===== config.mk =====
export PLATFORM = sky130hd
export DESIGN_NAME = cache_bus_arb
export DESIGN_NICKNAME = d
export VERILOG_FILES = /design/src/rtl/cache_bus_arb.sv
export SDC_FILE = /design/constraint.sdc
export NUM_CORES = 1
export LEC_CHECK = 0
export ABC_AREA = 1
export CAP_MARGIN = 20
export CORE_AREA = 10 10 124 126
export DETAILED_ROUTE_END_ITERATION = 16
export DIE_AREA = 0 0 134 136
export PLACE_DENSITY = 0.79
export RECOVER_POWER = 100
export SLEW_MARGIN = 5
export SYNTH_ARGS = -nofsm -noshare
export SYNTH_HDL_FRONTEND = slang
export SYNTH_SLANG_ARGS = --single-unit

===== constraint.sdc =====
create_clock -name clk -period 5.5 [get_ports clk]
set_input_delay 1.1 -clock clk [delete_from_list [all_inputs] [get_ports clk]]
set_output_delay 1.1 -clock clk [all_outputs]
set_load 0.02 [all_outputs]

===== src/rtl/cache_bus_arb.sv =====
// Two-master whole-burst arbiter: I-cache refill (s0) and D-cache refill/write-back (s1) share one Avalon-MM burst master.
// Define CACHE_ARB_RR_EN for round-robin on contention; otherwise s1 wins simultaneous requests.
module cache_bus_arb (
  input  logic        clk,
  input  logic        rest,
  input  logic [31:0] s0_address,
  input  logic [3:0]  s0_byteEnable,
  input  logic        s0_read,
  input  logic        s0_write,
  input  logic [31:0] s0_writeData,
  input  logic        s0_beginBurstTransfer,
  input  logic [7:0]  s0_burstCount,
  output logic        s0_waitRequest,
  output logic [31:0] s0_readData,
  output logic        s0_readDataValid,
  input  logic [31:0] s1_address,
  input  logic [3:0]  s1_byteEnable,
  input  logic        s1_read,
  input  logic        s1_write,
  input  logic [31:0] s1_writeData,
  input  logic        s1_beginBurstTransfer,
  input  logic [7:0]  s1_burstCount,
  output logic        s1_waitRequest,
  output logic [31:0] s1_readData,
  output logic        s1_readDataValid,
  output logic [31:0] m0_address,
  output logic [3:0]  m0_byteEnable,
  output logic        m0_read,
  output logic        m0_write,
  output logic [31:0] m0_writeData,
  output logic        m0_beginBurstTransfer,
  output logic [7:0]  m0_burstCount,
  input  logic        m0_waitRequest,
  input  logic [31:0] m0_readData,
  input  logic        m0_readDataValid,
  output logic [1:0]  grant
);

  // Handshake: a command beat transfers on a cycle where read/write is high and waitRequest is low.
  typedef enum logic [1:0] {IDLE, GNT, RD} state_e;

  state_e     state_q;
  logic [1:0] grant_q;
  logic [7:0] cnt_q;
  logic       wr_active_q;
`ifdef CACHE_ARB_RR_EN
  logic       last_q;
`endif

  logic        req0, req1, pick_s1;
  logic        own_s1;
  logic [31:0] own_address;
  logic [3:0]  own_byteEnable;
  logic        own_read;
  logic        own_write;
  logic [31:0] own_writeData;
  logic        own_begin;
  logic [7:0]  own_burstCount;

  assign req0 = s0_read | s0_write;
  assign req1 = s1_read | s1_write;

`ifdef CACHE_ARB_RR_EN
  // last_q = 1 means s1 won last, so s0 takes a tie.
  assign pick_s1 = req1 & (~req0 | ~last_q);
`else
  assign pick_s1 = req1;
`endif

  assign own_s1         = grant_q[1];
  assign own_address    = own_s1 ? s1_address            : s0_address;
  assign own_byteEnable = own_s1 ? s1_byteEnable         : s0_byteEnable;
  assign own_read       = own_s1 ? s1_read               : s0_read;
  assign own_write      = own_s1 ? s1_write              : s0_write;
  assign own_writeData  = own_s1 ? s1_writeData          : s0_writeData;
  assign own_begin      = own_s1 ? s1_beginBurstTransfer : s0_beginBurstTransfer;
  assign own_burstCount = own_s1 ? s1_burstCount         : s0_burstCount;

  always_ff @(posedge clk) begin
    if (rest) begin
      state_q     <= IDLE;
      grant_q     <= 2'b00;
      cnt_q       <= 8'd0;
      wr_active_q <= 1'b0;
`ifdef CACHE_ARB_RR_EN
      last_q      <= 1'b0;
`endif
    end else begin
      case (state_q)
        IDLE: begin
          wr_active_q <= 1'b0;
          if (req0 | req1) begin
            grant_q <= pick_s1 ? 2'b10 : 2'b01;
            state_q <= GNT;
`ifdef CACHE_ARB_RR_EN
            last_q  <= pick_s1;
`endif
          end
        end
        GNT: begin
          if (own_read) begin
            if (!m0_waitRequest) begin
              cnt_q   <= (own_burstCount == 8'd0) ? 8'd1 : own_burstCount;
              state_q <= RD;
            end
          end else if (own_write && !m0_waitRequest) begin
            if (!wr_active_q) begin
              // First beat: remaining beats after this one; 0 or 1 means single-beat burst.
              if (own_burstCount <= 8'd1) begin
                cnt_q   <= 8'd0;
                grant_q <= 2'b00;
                state_q <= IDLE;
              end else begin
                cnt_q       <= own_burstCount - 8'd1;
                wr_active_q <= 1'b1;
              end
            end else begin
              if (cnt_q != 8'd0) cnt_q <= cnt_q - 8'd1;
              if (cnt_q <= 8'd1) begin
                grant_q     <= 2'b00;
                wr_active_q <= 1'b0;
                state_q     <= IDLE;
              end
            end
          end
        end
        RD: begin
          if (m0_readDataValid) begin
            if (cnt_q != 8'd0) cnt_q <= cnt_q - 8'd1;
            if (cnt_q <= 8'd1) begin
              grant_q <= 2'b00;
              state_q <= IDLE;
            end
          end
        end
        default: begin
          grant_q <= 2'b00;
          state_q <= IDLE;
        end
      endcase
    end
  end

  always_comb begin
    m0_address            = 32'd0;
    m0_byteEnable         = 4'd0;
    m0_read               = 1'b0;
    m0_write              = 1'b0;
    m0_writeData          = 32'd0;
    m0_beginBurstTransfer = 1'b0;
    m0_burstCount         = 8'd0;
    s0_waitRequest        = 1'b1;
    s1_waitRequest        = 1'b1;
    if (state_q == GNT) begin
      m0_address            = own_address;
      m0_byteEnable         = own_byteEnable;
      m0_read               = own_read;
      m0_write              = own_write & ~own_read;
      m0_writeData          = own_writeData;
      m0_beginBurstTransfer = own_begin;
      m0_burstCount         = own_burstCount;
      if (own_s1) s1_waitRequest = m0_waitRequest;
      else        s0_waitRequest = m0_waitRequest;
    end
  end

  // Read data is broadcast; only the valid strobe is steered to the owner.
  assign s0_readData      = m0_readData;
  assign s1_readData      = m0_readData;
  assign s0_readDataValid = m0_readDataValid & grant_q[0];
  assign s1_readDataValid = m0_readDataValid & grant_q[1];
  assign grant            = grant_q;

endmodule


==> flow_summary.yaml, run 1 <==
setup_path:
  cp_data_arrival_time_ps: 3350
  r2r_cells: 11
  worst_setup_path_end_kind: "primary output"
  crit_path_max_fanout: 57
  worst_path_largest_cell_delay_ps: 1150
  cp-start-kind: "register"
  crit_buf_inv: 2
  critPathKind: "register to primary output"
  crit_cells: 4
  cpMaxStageDelayCell: "dfxtp_1"
  path_delay_family: "buffers and inverters"
  crit_chain: "buf_4 -> o21ai_0 -> nor2_1 -> clkdlybuf4s50_1"
  cp.required_ps: 4400
placed_design:
  portBuffers: 246
  gp_congestion: 0.890
  hpwlAfterDp_um: 13900
  placed_cells_incl_taps: 911
sta:
  period_share_pct: 80.9
  max_slew_margin_pct: 15.9
  fin_setup_tns_ps: 0
  timing.hold.ws_ps: 519
  min_period_ps: 4450
  slew_viol_final: 0
  worst_pin_slew_ps: 1260
  setup_viol: 0
  finalHoldViolCount: 0
  rsz0062_at_grt: "false"
  max_freq_mhz: 225
  finClkSkew_ps: 4.97
clock_network:
  cts.repair.resized: 0
  cts_tree: "built"
  ctsLongestPathBuffers: 2
  hold_buffers: 0
  clock_latency_ps: 250
  cts_setup_buffers: 0
  ctsHtreeMaxLevel: 1
  clkSinkCount: 13
  root_buffer: "clkbuf_16"
  clk_pin_slew_ps: 50
  cts_buffers: 3
global_routing:
  grt_pass1_wl_um: 24200
  overflow: 0
  grt_usage_pct: 16.8
  antenna_found_initial: 2
  grt_pass1_vias: 4079
  grt_max_degree: 79
drt:
  drt_iter0_drc: 241
  drtAntennaViolNets: 0
  wl_um: 16500
  dr.pass1.iters: 7
  post_drt_wl_per_cell_um: 18.1
  via_count: 4169
  drc: 0
  routed_via_density: 4.55
power:
  worst_ir_drop_vdd_uv: 148
  p_per_area_nw_per_um2: 410
  cellLeakagePower_nw: 2.39
  total_power_mw: 2.14
finish:
  stdcell_count: 916
  final_nets: 939
  drive_gt1_share_pct: 4.87
  areaGrowthSynthToFinish_pct: 69.2
  fin_util_pct: 40.1
worst_hold_path:
  hold_depth: 2
  hold_class: "register to register"
synthesis:
  yosysSeqAreaShare_pct: 8.45
  synthDistinctLibCells: 39
  synth_top_area_share_pct: 24.6
  synth_area_leader_cell: "nand2_1"
  yosys_warnings: 0
  syn_avg_cell_area_um2: 5.33
  yosys-top-cells-area: "nand2_1 (25%), buf_4 (16%), a21oi_1 (15%), dfxtp_1 (8.5%), inv_1 (4.5%)"
  synth_area_um2: 3080
  syn-num-nets: 777
  synth_cells: 578
  ys_ff_latch: 13
floorplanning:
  initial_core_util_pct: 23.7
  die_area_um2: 18200
  die_h_um: 136
  pin_count: 343
  rows: 42
  core_region_area_um2: 13000
  die_w_um: 134
run:
  drv_cap: 0
status:
  status: "completed"
## sequential cells by signal, summed over array words and instances, names as in the netlist
signal and flops:
wr_active_q 1, state_q 2, grant 2, cnt_q 8
## tightest hold or removal path: cells and delay by family (launching register included)
kind | cells | cell delay (ps)
flip-flops | 1 | 330
AND/OR/NAND/NOR | 1 | 70
AO/OA/AOI/OAI | 1 | 60
## through the flow
| stage | setup WS [ps] | area, um^2 |
|---|---|---|
| final | 1050 | 5210 |
| after global routing | 783 | 5210 |
| after CTS | 1630 | 5250 |
| after detailed placement | 1650 | 5170 |
| after global placement | 1640 | 5170 |
| after floorplan | 2680 | 3080 |
## cell families after synthesis
group,synth area share [%]
AOI/OAI and AO/OA,22.6
adders and majority gates,2.03
xor gates and xnor gates,0.284
DFF,8.45
buffers and inverters,25.8
and+or+nand+nor,40.9
## area by class of cell
cell class | instances | area [um^2]
Sequential cell | 13 | 260
Fill cell | 1416 | 7770
Multi-Input combinational cell | 428 | 1990
Antenna cell | 1 | 2.50
Tap cell | 176 | 220
Timing Repair Buffer | 249 | 2480
Inverter | 45 | 174
Clock buffer | 4 | 78.8
## metal layers
layer	track usage [%]	wire, um	vias to the layer above
met2	31.3	8720	208
met5	0	18	-
met4	3.93	242	2
met3	8.12	1980	20
met1	16.4	5580	1832
li1	-	-	2107
## power by group
| group | switching [mW] | total (mW) | internal (mW) | leakage, nW |
|---|---|---|---|---|
| Combinational | 1.13 | 1.80 | 0.674 | 2.25 |
| Clock | 0.0440 | 0.142 | 0.0981 | 0.0382 |
| Sequential | 0.0624 | 0.195 | 0.133 | 0.107 |
| Total | 1.23 | 2.14 | 0.905 | 2.39 |
## layout by cell type, fill, tap and decap left out, types with 2 or more instances in the layout
cell	instances
a21oi_1	92
buf_4	3
clkbuf_16	3
clkdlybuf4s50_1	164
clkinv_1	2
dfxtp_1	13
dlygate4sd3_1	82
ha_1	5
inv_1	37
inv_2	4
inv_4	2
nand2_1	205
nand2_2	7
nand2_4	2
nand3_1	19
nand3b_1	2
nand4_1	5
nor2_1	38
nor2_2	2
nor2_4	3
nor3_1	5
o211ai_2	2
o21ai_0	19
o21ai_1	6
o21ai_2	3
o22ai_1	2
or2_2	4
## path summary, 6_finish.rpt
kind | from | slack, ps | end
setup reg to reg | grant[1]$_SDFFE_PP0P_ | 1590 | grant[0]$_SDFFE_PP0P_
setup / recovery | grant[1]$_SDFFE_PP0P_ | 1050 | m0_burstCount[1]
hold / removal | cnt_q[5]$_SDFFE_PP0P_ | 520 | cnt_q[5]$_SDFFE_PP0P_
hold reg to reg | cnt_q[5]$_SDFFE_PP0P_ | 520 | cnt_q[5]$_SDFFE_PP0P_
## synth_stat cells, drive strengths merged
cell type and instances:
o21ai 29, or2 5, nand3 19, o21bai 1
o22ai 2, xnor2 1, nand2b 1, dfxtp 13
inv 44, nand3b 2, ha 5, o2111ai 1
nand2 214, a31oi 1, clkinv 1, nor3 5
buf 74, nand4 5, o211ai 2, nor2 43
clkbuf 18, a21oi 92
Power figures use the tool's default switching activity.
==> run 2, diff against run 1 <==
CORE_AREA = not set   (was 10 10 124 126)
CORE_ASPECT_RATIO = 0.6   (was not set)
CORE_MARGIN = 10   (was not set)
CORE_UTILIZATION = 26   (was not set)
DIE_AREA = not set   (was 0 0 134 136)
PLACE_DENSITY = 0.88   (was 0.79)
clock period = 3.56 ns   (was 5.5 ns; I/O delays follow)
==> run 2 against run 1 <==
Effect of this change:
- first-iteration DRC count is 21% higher
- cell count is 1.1% lower
- critical path type unchanged
- global-route usage is 1.3 points higher
- die area is 8.1% lower
- setup slack worse by 640 ps
- non-clock buffer count is 3 higher
- combinational power is 57% higher
- utilization is 5.6 points higher
- total power is 55% higher
==> flow_summary.yaml, run 2 (synthesis gave the netlist of run 1 again) <==
worst_hold_path:
  hold_class: "register to register"
  hold_start: "cnt_q[3]$_SDFFE_PP0P_"
sta:
  timing.hold.ws_ps: 514
  finClkSkew_ps: 3.16
  setup_viol: 0
  finalHoldViolCount: 0
  slew_viol_final: 0
  period_share_pct: 88.5
  fin_setup_tns_ps: 0
  max_slew_margin_pct: 60.6
  min_period_ps: 3150
  fin_ws_ps: 410
  rsz0062_at_grt: "false"
  max_freq_mhz: 317
  worst_pin_slew_ps: 591
setup_path:
  worst_setup_path_end_kind: "primary output"
  startpoint: "state_q[1]$_SDFFE_PP0P_"
  cp-start-kind: "register"
  r2r-start: "grant[1]$_SDFFE_PP0P_"
  cp_data_arrival_time_ps: 2440
  crit_path_max_fanout: 46
  critPathKind: "register to primary output"
  regToRegSetupSlack_ps: 680
  cp.required_ps: 2850
finish:
  regMostFlops: "cnt_q"
  mostFrequentLayoutCell: "nand2_1"
  largest_register_ffs: 8
  final_cell_area_um2: 5230
  areaGrowthSynthToFinish_pct: 69.9
  drive_gt1_share_pct: 5.12
  final_nets: 942
  final_cell_mix: "nand2_1 (206), clkdlybuf4s50_1 (164), a21oi_1 (91)"
clock_network:
  clkSinkCount: 13
  hold_buffers: 0
  cts_tree: "built"
  root_buffer: "clkbuf_16"
  clk_pin_slew_ps: 50
  ctsLongestPathBuffers: 2
  clock_latency_ps: 250
  ctsHtreeMaxLevel: 1
  cts.repair.resized: 0
  cts_setup_buffers: 0
  cts_buffers: 3
placed_design:
  gp_congestion: 0.941
  placed_cell_area_um2: 5180
  hpwlAfterDp_um: 13800
  preCtsSetupSlack_ps: 576
  portBuffers: 246
global_routing:
  grt_pass1_vias: 4070
  grt_usage_pct: 18.1
  grt_max_degree: 91
  antenna_found_initial: 4
  overflow: 0
  grt_pass1_wl_um: 24500
drt:
  drc: 0
  post_drt_wl_per_cell_um: 18.2
  drtAntennaViolNets: 0
  routed_via_density: 4.72
  via_count: 4274
  drt_iter0_drc: 292
  wl_um: 16500
  dr.pass1.iters: 5
power:
  cellLeakagePower_nw: 2.40
  worst_ir_drop_vdd_uv: 328
  p_per_area_nw_per_um2: 635
floorplanning:
  core_region_area_um2: 11400
  initial_core_util_pct: 26.9
  die_area_um2: 16700
  rows: 30
  die_w_um: 160
  pin_count: 343
  die_h_um: 104
status:
  status: "completed"
run:
  drv_cap: 0
[run 2: final timing paths]
check | to | depth (start not counted)
worst min-delay path | cnt_q[3]$_SDFFE_PP0P_ | 2
worst max-delay path | m0_writeData[18] | 5
worst min register to register | cnt_q[3]$_SDFFE_PP0P_ | 2
worst max register to register | grant[0]$_SDFFE_PP0P_ | 13
[run 2: metal layers]
metal	GRT usage (%)	share of wire [%]	wire, um	up-vias
met5	0	0	0	-
met4	4.11	1.1	182	0
met3	9.17	13	2210	9
met2	28.6	46	7680	264
met1	21.2	39	6450	1879
li1	-	-	-	2122
[run 2: power breakdown]
part / switching, mW / internal [mW] / total [mW]
clock network: 0.0692 / 0.152 / 0.221
logic: 1.77 / 1.06 / 2.83
registers: 0.0625 / 0.205 / 0.268
total: 1.90 / 1.42 / 3.32
[run 2: layout make-up]
cell class,instances,area [um^2]
fillers,1181,6220
clock buffers,4,78.8
flip-flops and latches,13,260
well taps,160,200
repair buffers,252,2520
multi-input cells,428,1990
inverters,45,174
diodes,4,10.0
[run 2: metrics by stage]
stage | power, mW | utilization, % | std cells
global route | 3.61 | 45.7 | 906
finish | 3.32 | 45.7 | 906
floorplan | 2.16 | - | 578
CTS | 3.47 | 46.0 | 902
detailed placement | 3.23 | 45.3 | 898
global placement | 3.21 | 45.3 | 898
[run 2: critical path: stages (launching register included)]
cell           delay (ps)
dfxtp_1               360
inv_2                  60
nand2_1               410
buf_4                 520
a21oi_1               130
dlygate4sd3_1         690
==> run 3, diff against run 2 <==
ABC_CLOCK_PERIOD_IN_PS = 3560   (was not set)
==> results of run 3 <==
Same layout as run 2: the final DEF is identical, and so are final timing and power.
